## src/rtl/ring_seq_pkg.sv

```systemverilog
// Shared types and constants for the ring sequencing controller.
package ring_seq_pkg;

    typedef enum logic [1:0] {
        IDLE  = 2'd0,
        RUN   = 2'd1,
        PAUSE = 2'd2,
        DONE  = 2'd3
    } state_t;

    localparam logic DIR_UP   = 1'b0;
    localparam logic DIR_DOWN = 1'b1;

    localparam int LAP_W = 8;

endpackage

```

## src/rtl/ring_seq_prescaler.sv

```systemverilog
// Step prescaler: counts enabled cycles and flags the last cycle of each PRESCALE period.
module ring_seq_prescaler
    import ring_seq_pkg::*;
#(
    parameter int PRESCALE = 4
) (
    input  logic clk_i,
    input  logic sys_rst_i,
    input  logic clr_i,
    input  logic en_i,
    output logic tick_o
);

    // A one-cycle period still needs a 1-bit register so the compare stays legal.
    localparam int CNT_W = (PRESCALE > 1) ? $clog2(PRESCALE) : 1;
    localparam logic [CNT_W-1:0] TC = CNT_W'(PRESCALE - 1);

    logic [CNT_W-1:0] cnt;

    assign tick_o = (cnt == TC);

    always_ff @(posedge clk_i) begin
        if (sys_rst_i) begin
            cnt <= '0;
        end else if (clr_i) begin
            cnt <= '0;
        end else if (en_i) begin
            cnt <= tick_o ? '0 : cnt + 1'b1;
        end
    end

endmodule

```

## src/rtl/ring_seq_ctrl.sv

```systemverilog
// One-hot ring sequencer with lap counting and start/stop/pause control.
// Optional feature: define RING_SEQ_STEP_EN to add step_i (single-step while paused).
module ring_seq_ctrl
    import ring_seq_pkg::*;
#(
    parameter int WIDTH    = 8,
    parameter int PRESCALE = 4
) (
    input  logic             clk_i,
    input  logic             sys_rst_i,
    input  logic             start_i,
    input  logic             stop_i,
    input  logic             pause_i,
    input  logic             dir_i,
    input  logic [7:0]       laps_i,
`ifdef RING_SEQ_STEP_EN
    input  logic             step_i,
`endif
    output logic [WIDTH-1:0] ring_o,
    output logic             step_o,
    output logic             busy_o,
    output logic             done_o
);

    // state | meaning
    // IDLE  | ring parked at bit0, waiting for start
    // RUN   | prescaler counting, ring rotates on each tick
    // PAUSE | prescaler and ring frozen
    // DONE  | one cycle, programmed laps finished

    localparam logic [WIDTH-1:0] RING_HOME = WIDTH'(1);

    state_t             state, state_nxt;
    logic [WIDTH-1:0]   ring_q, ring_nxt, ring_rot;
    logic               dir_q, dir_nxt;
    logic [LAP_W-1:0]   laps_q, laps_nxt;
    logic [LAP_W-1:0]   lap_cnt, lap_nxt, lap_inc;
    logic               step_q, step_nxt;
    logic               busy_q, done_q;
    logic               adv;
    logic               presc_en, presc_clr, presc_tick;
    logic               lap_hit, lap_done;

    ring_seq_prescaler #(
        .PRESCALE (PRESCALE)
    ) u_prescaler (
        .clk_i     (clk_i),
        .sys_rst_i (sys_rst_i),
        .clr_i     (presc_clr),
        .en_i      (presc_en),
        .tick_o    (presc_tick)
    );

    always_comb begin
        if (dir_q == DIR_DOWN) begin
            ring_rot = {ring_q[0], ring_q[WIDTH-1:1]};
        end else begin
            ring_rot = {ring_q[WIDTH-2:0], ring_q[WIDTH-1]};
        end
    end

    // The ring is one-hot, so a rotation landing on bit0 closes a lap.
    assign lap_hit  = ring_rot[0];
    assign lap_inc  = lap_cnt + LAP_W'(1);
    assign lap_done = lap_hit && (laps_q != '0) && (lap_inc == laps_q);

    always_comb begin
        state_nxt = state;
        ring_nxt  = ring_q;
        dir_nxt   = dir_q;
        laps_nxt  = laps_q;
        lap_nxt   = lap_cnt;
        step_nxt  = 1'b0;
        adv       = 1'b0;
        presc_en  = 1'b0;
        presc_clr = 1'b0;

        case (state)
            IDLE: begin
                ring_nxt  = RING_HOME;
                presc_clr = 1'b1;
                if (start_i && !stop_i) begin
                    state_nxt = RUN;
                    dir_nxt   = dir_i;
                    laps_nxt  = laps_i;
                    lap_nxt   = '0;
                end
            end
            RUN, PAUSE: begin
                if (stop_i) begin
                    state_nxt = IDLE;
                    ring_nxt  = RING_HOME;
                end else if (pause_i) begin
                    state_nxt = PAUSE;
`ifdef RING_SEQ_STEP_EN
                    adv = (state == PAUSE) && step_i;
`endif
                end else begin
                    state_nxt = RUN;
                    presc_en  = 1'b1;
                    adv       = presc_tick;
                end
            end
            DONE: begin
                state_nxt = IDLE;
                ring_nxt  = RING_HOME;
            end
            default: begin
                state_nxt = IDLE;
                ring_nxt  = RING_HOME;
            end
        endcase

        if (adv) begin
            ring_nxt = ring_rot;
            step_nxt = 1'b1;
            if (lap_hit) begin
                lap_nxt = lap_inc;
            end
            if (lap_done) begin
                state_nxt = DONE;
            end
        end
    end

    always_ff @(posedge clk_i) begin
        if (sys_rst_i) begin
            state   <= IDLE;
            ring_q  <= RING_HOME;
            dir_q   <= DIR_UP;
            laps_q  <= '0;
            lap_cnt <= '0;
            step_q  <= 1'b0;
            busy_q  <= 1'b0;
            done_q  <= 1'b0;
        end else begin
            state   <= state_nxt;
            ring_q  <= ring_nxt;
            dir_q   <= dir_nxt;
            laps_q  <= laps_nxt;
            lap_cnt <= lap_nxt;
            step_q  <= step_nxt;
            busy_q  <= (state_nxt == RUN) || (state_nxt == PAUSE);
            done_q  <= (state_nxt == DONE);
        end
    end

    assign ring_o = ring_q;
    assign step_o = step_q;
    assign busy_o = busy_q;
    assign done_o = done_q;

endmodule

```

## config.mk

```make
export PLATFORM = sky130hd
export DESIGN_NAME = ring_seq_ctrl
export DESIGN_NICKNAME = d
export VERILOG_FILES = /design/src/rtl/ring_seq_pkg.sv /design/src/rtl/ring_seq_prescaler.sv /design/src/rtl/ring_seq_ctrl.sv
export SDC_FILE = /design/constraint.sdc
export NUM_CORES = 1
export LEC_CHECK = 0
export CAP_MARGIN = 25
export CORE_MARGIN = 4
export CORE_UTILIZATION = 35
export CTS_BUF_LIST = sky130_fd_sc_hd__clkbuf_2 sky130_fd_sc_hd__clkbuf_4 sky130_fd_sc_hd__clkbuf_8
export DETAILED_ROUTE_END_ITERATION = 10
export PLACE_DENSITY_LB_ADDON = 0.25
export SYNTH_ARGS = -nofsm -noshare
export SYNTH_HDL_FRONTEND = slang
export SYNTH_SLANG_ARGS = --single-unit
```

## constraint.sdc

```tcl
create_clock -name clk_i -period 3.7 [get_ports clk_i]
set_input_delay 0.74 -clock clk_i [delete_from_list [all_inputs] [get_ports clk_i]]
set_output_delay 0.74 -clock clk_i [all_outputs]
set_load 0.01 [all_outputs]
```

# ---- Yosys cells after proc, flatten, opt, wreduce, memory -nomap -nowiden
# Cells that the tools add are included.
# Widths: inputs -> output; s select.
dict set report word_totals {
  out_inout_bits 11
  register_bits 32
}
dict set report classes {
  muxes 23
  reduce_logical 11
  n_eq_ne 9
  addsub 2
}
# operator count
set op_table {}
lappend op_table {{$mux 8} 7}
lappend op_table {{$pmux 8 s2} 1}
lappend op_table {{$mux 2} 6}
lappend op_table {{$eq 2x2->1 const B} 5}
lappend op_table {{$add 8x1->8 const B} 1}
lappend op_table {{$eq 8x8->1} 1}
lappend op_table {{$mux 1} 8}
lappend op_table {{$reduce_bool 8->1} 1}
lappend op_table {{$pmux 2 s3} 1}
lappend op_table {{$reduce_or 2->1} 3}
lappend op_table {{$eq 2x1->1 const B} 2}
lappend op_table {{$logic_and 1x1->1} 3}
lappend op_table {{$ne 3x3->1 const B} 1}
lappend op_table {{$add 2x1->2 const B} 1}
lappend op_table {{$logic_not 2->1} 1}
lappend op_table {{$reduce_and 2->1} 1}
lappend op_table {{$logic_not 1->1} 1}
lappend op_table {{$logic_or 1x1->1} 1}

# ---- Longest topological paths before layout
dict set report logic_depth {
  ltp_word 8
  ltp_mapped 10
  ltp_nobuf 9
}

# ---- By module
# From an unflattened synthesis, not the netlist that was laid out.
dict set report unflattened {
  cells_unflattened 187
  area_unflattened_um2 1640.3
}
# mod n_inst area_per_inst_um2 cells_each
set modules_own_cells {}
lappend modules_own_cells {ring_seq_ctrl 1 1545.2 179}
lappend modules_own_cells {ring_seq_prescaler 1 95.1 8}

# ---- Worst setup path after synthesis
# No wires, ideal clock.
dict set report synth_path {
  kind {input-to-reg}
  start {input port pause_i}
  end {register busy_q (netlist: busy_o)}
  stages 8
  arrival_ns 2.438
  setup_slack_ns 1.138
  path_buffers 1
  setup_time_ns 0.124
  path_cell_list {nand4bb_4 -> or2_1 -> buf_6 -> a221o_1 -> or4_4 -> nand2_1 -> ha_1 -> nor2b_1}
}
dict set report synth_between {
  elab_chain_len 7
  elab_cells_between_ends 11
}
# element line
set synth_lines {}
lappend synth_lines {{start, declared} ring_seq_ctrl.sv:13} ;# input logic pause_i,
lappend synth_lines {{$mux 2} ring_seq_ctrl.sv:93} ;# end else if (pause_i) begin
lappend synth_lines {{$mux 2} ring_seq_ctrl.sv:90} ;# if (stop_i) begin
lappend synth_lines {{$pmux 2 s3} ring_seq_ctrl.sv:78} ;# case (state)
lappend synth_lines {{$mux 2} ring_seq_ctrl.sv:120} ;# if (lap_done) begin
lappend synth_lines {{$mux 2 (*)} ring_seq_ctrl.sv:114} ;# if (adv) begin
lappend synth_lines {{named net state_nxt[0]} ring_seq_ctrl.sv:33} ;# state_t state, state_nxt;
lappend synth_lines {{$eq 2x1->1 or $eq 2x2->1 (tied branches)} ring_seq_ctrl.sv:143} ;# busy_q <= (state_nxt == RUN) || (state_nxt == PAUSE);
lappend synth_lines {{$logic_or 1x1->1 (*)} ring_seq_ctrl.sv:143}
lappend synth_lines {{end signal, assigned} ring_seq_ctrl.sv:143}
lappend synth_lines {{end, declared} ring_seq_ctrl.sv:39} ;# logic busy_q, done_q;
# The timed path passes the listed nets; every way through them passes the cells marked *.
# A chain may end at the register's enable or synchronous reset.

# ---- Worst setup path in the final report
# Ends and elaborated chain as after synthesis.

==> metrics.md <==
| Metric | Value |
|---|---|
| # H-tree levels | `2` |
| Library cells used by synthesis | `38` |
| Max Cap Viol | `0` |
| Synthesis-stage register bit count | `32` |
| Main flop type after synthesis | `dfxtp_1` |
| Die area | `5914 sq um` |
| ANT nets after route | `0` |
| Top cell type's share of synthesized area | `about 39%` |
| Hold Path Depth | `2` |
| Die Y | `between 70 and 80 um` |
| Worst slack at placement | `roughly 0.56 ns` |
| PwrDens | `398.5 nW/um^2` |
| Clock slew at reported path FFs | `roughly 0.070 ns` |
| Total Wirelength | `~3700 um` |
| Post-CTS Setup Bufs | `0` |
| DR pass1 iterations | `4` |
| Post-cts hold buffer count | `0` |
| Total clock sinks | `32` |
| Layout cells sized above 1 | `approximately 8.5%` |
| Core area | `4474 sq um` |
| Final setup violation count | `0` |
| Mapped Area | `roughly 1700 sq um` |
| Routability cong. | `0.8447` |
| Die Wd | `between 70 and 80 um` |
| DRC | `0` |
| IO Count | `25` |
| HP Class | `register to register` |
| Worst setup path class | `input pin to register` |
| Avg Cell Area, Syn | `between 8 and 9 sq um` |
| Initial DRC Count | `74` |
| Vias after detailed routing | `between 1,000 and 1,500` |
| Post-DP HPWL | `roughly 2700 um` |
| Min Hold Slack | `roughly 0.49 ns` |
| Status | `completed` |
| Fmax achieved | `around 350 MHz` |
| Routed length per instance | `~13 um` |
| Met3 routed WL | `160 um` |
| Post-cts resize count | `0` |
| CP arrival | `between 3 and 4 ns` |
| CTS Buf Count | `5` |
| Hold path startpoint | `laps_q[1]$_SDFFE_PP0P_` |
| # rows | `24` |
| Share of synthesized registers carrying an async set or reset | `0%` |
| Area leader, netlist | `dfxtp_1` |
| Vias in the first global route | `approximately 1,400` |
| Reg-to-reg endpoint | `busy_o$_SDFF_PP0_` |
| Latest clock arrival within the worst-skew pair | `0.29 ns` |
| Tot Pwr | `a little over 0.0008 W` |
| Crit end category | `register` |
| R2R setup slack | `about 1.1 ns` |
| Hold endpoint | `laps_q[1]$_SDFFE_PP0P_` |
| Max clock buf depth | `2` |
| Vias per inst | `approximately 5.4` |
| Initial core utilization | `around 37%` |
| Reg-to-Reg Start | `lap_cnt[0]$_SDFF_PP0_` |
| Post-synth EDFFs | `0` |
| Max VDD drop | `between 150 and 200 uV` |
| Port bufs | `24` |
| GRT overflow | `0` |
| # diodes | `0` |
| RSZ-0062 raised after global routing | `no` |
| Final Critical Period | `around 2.8 ns` |
| Critical Path Start Type | `input pin` |
| Final core utilization | `between 40% and 50%` |
| Fin crit share | `between 70% and 80%` |
| Register area share after synthesis | `between 30 and 40%` |
| Top post-synthesis cells by count | `32 x dfxtp_1, 23 x nand2_1, 22 x a21oi_1` |
| Syn nets | `about 220` |
| Largest net degree at the start of global routing | `27` |
| Sum of negative setup slack | `0 ns` |
| Reg2reg path depth | `8` |
| Critical path peak fanout | `10` |
| Critical Path RT | `between 3 and 4 ns` |
| Top post-synthesis cells by area | `dfxtp_1 39%, a21oi_1 6.6%, mux2i_1 6.0%, nand2_1 5.2%, o21ai_0 4.8%` |
| Clk_skew | `a little under 0.004 ns` |
| Metal2 WL | `1713 um` |
| Leak Pwr | `between 0.7 and 0.8 nW` |
| Final nets | `about 240` |
| GRT Total Usage | `a little over an eighth` |
| Slew @ Worst Pin | `0.8362 ns` |
| DRT met1 WL | `approximately 1800 um` |
| Hold Vio Cnt, Final | `0` |
| PnR worst setup slack | `roughly 0.86 ns` |
| Area growth syn-to-layout | `23.79%` |
| Antenna violations before repair | `0` |
| Highest metal used | `met4` |
| Root Buffer | `clkbuf_8` |
| CTS tree | `built` |
| Syn Inst Count | `200` |
| First-pass GRT wire length | `6465 um` |
| Most frequent cell after synthesis | `dfxtp_1` |
| Final Max Slew Viols | `0` |
| YS warnings | `0` |
| Relative slew slack | `between 40% and 50%` |
==> per-stage QoR <==
step / instances / instance area, sq um
2_1_floorplan: 200 / 1662
3_3_place_gp: 268 / 1931
3_5_place_dp: 268 / 1931
4_1_cts: 276 / 2057
5_1_grt: 276 / 2057
6_report: 276 / 2057
==> critical path, stage by stage <==
cell and delay (ns):
clkdlybuf4s50_1 0.44, nand4bb_4 0.25, or2_1 0.38, a221o_1 0.30
or4_4 0.46, nand2_1 0.10, ha_1 0.22, nor2b_1 0.12
==> cell families (layout without fill, tap and decap cells) <==
family	after synthesis	after routing	synth area share, %
and+or+nand+nor	85	85	27.94
adders and majority gates	4	4	3.012
muxes	10	10	6.024
DFF	32	32	38.55
AOI/OAI and AO/OA	47	47	16.34
buffers and inverters	15	39	4.443
xor gates and xnor gates	7	7	3.690
==> state kept, by name, summed over array words and instances (netlist names) <==
name and cells:
ring_o 8, busy_o 1, state 2, u_prescaler.cnt 2, step_o 1, done_o 1, dir_q 1, lap_cnt 8
laps_q 8
==> power breakdown <==
part / switching (W) / total, W / internal, W
clock network: 0.000133 / 0.000370 / 0.000238
logic: 0.0000441 / 0.0000859 / 0.0000418
registers: 0.00000958 / 0.000363 / 0.000354
total: 0.000186 / 0.000820 / 0.000633
==> how the worst max path moves through the flow <==
stage / start / to / slack [ns] / cells past startpoint
2_1_floorplan: pause_i / busy_o$_SDFF_PP0_ / 1.14 / 8
4_1_cts: pause_i / busy_o$_SDFF_PP0_ / 0.86 / 8
3_3_place_gp: pause_i / busy_o$_SDFF_PP0_ / 0.59 / 8
6_report: pause_i / busy_o$_SDFF_PP0_ / 0.86 / 8
5_1_grt: pause_i / busy_o$_SDFF_PP0_ / 0.74 / 8
3_5_place_dp: pause_i / busy_o$_SDFF_PP0_ / 0.56 / 8
==> routing by layer <==
metal	track usage [%]	vias up
met1	17.34	694
li1	-	757
met4	5.435	0
met5	0	-
met2	21.34	24
met3	3.396	6
==> layout make-up <==
type	count	area, sq um
clock inverters	1	30.03
repair buffers	27	262.8
well taps	52	65.06
inverters	4	15.01
multi-input cells	153	947.2
clock buffers	7	96.34
flip-flops and latches	32	640.6
fillers	463	2417
==> cells in the final DEF (no fill, tap or decap), types with 2 or more instances in the layout <==
cell,synthesis,layout
and2_1,3,3
clkdlybuf4s50_1,0,24
nor4_1,2,2
nor3_1,2,2
and3_1,2,2
nor3b_1,3,3
buf_4,0,3
nand4_1,2,2
a21oi_1,22,22
nand2_1,23,23
a21oi_2,2,2
nor2_1,14,14
xor2_1,2,2
clkbuf_8,0,7
or3_2,2,2
dfxtp_1,32,32
nand3b_1,6,6
o21ai_0,16,16
inv_1,4,4
xnor2_1,5,5
ha_1,4,4
nand3_1,13,13
nand2b_1,2,2
mux2i_1,10,10
nor2b_1,5,5
No activity file was read; power rests on OpenSTA's default activity.
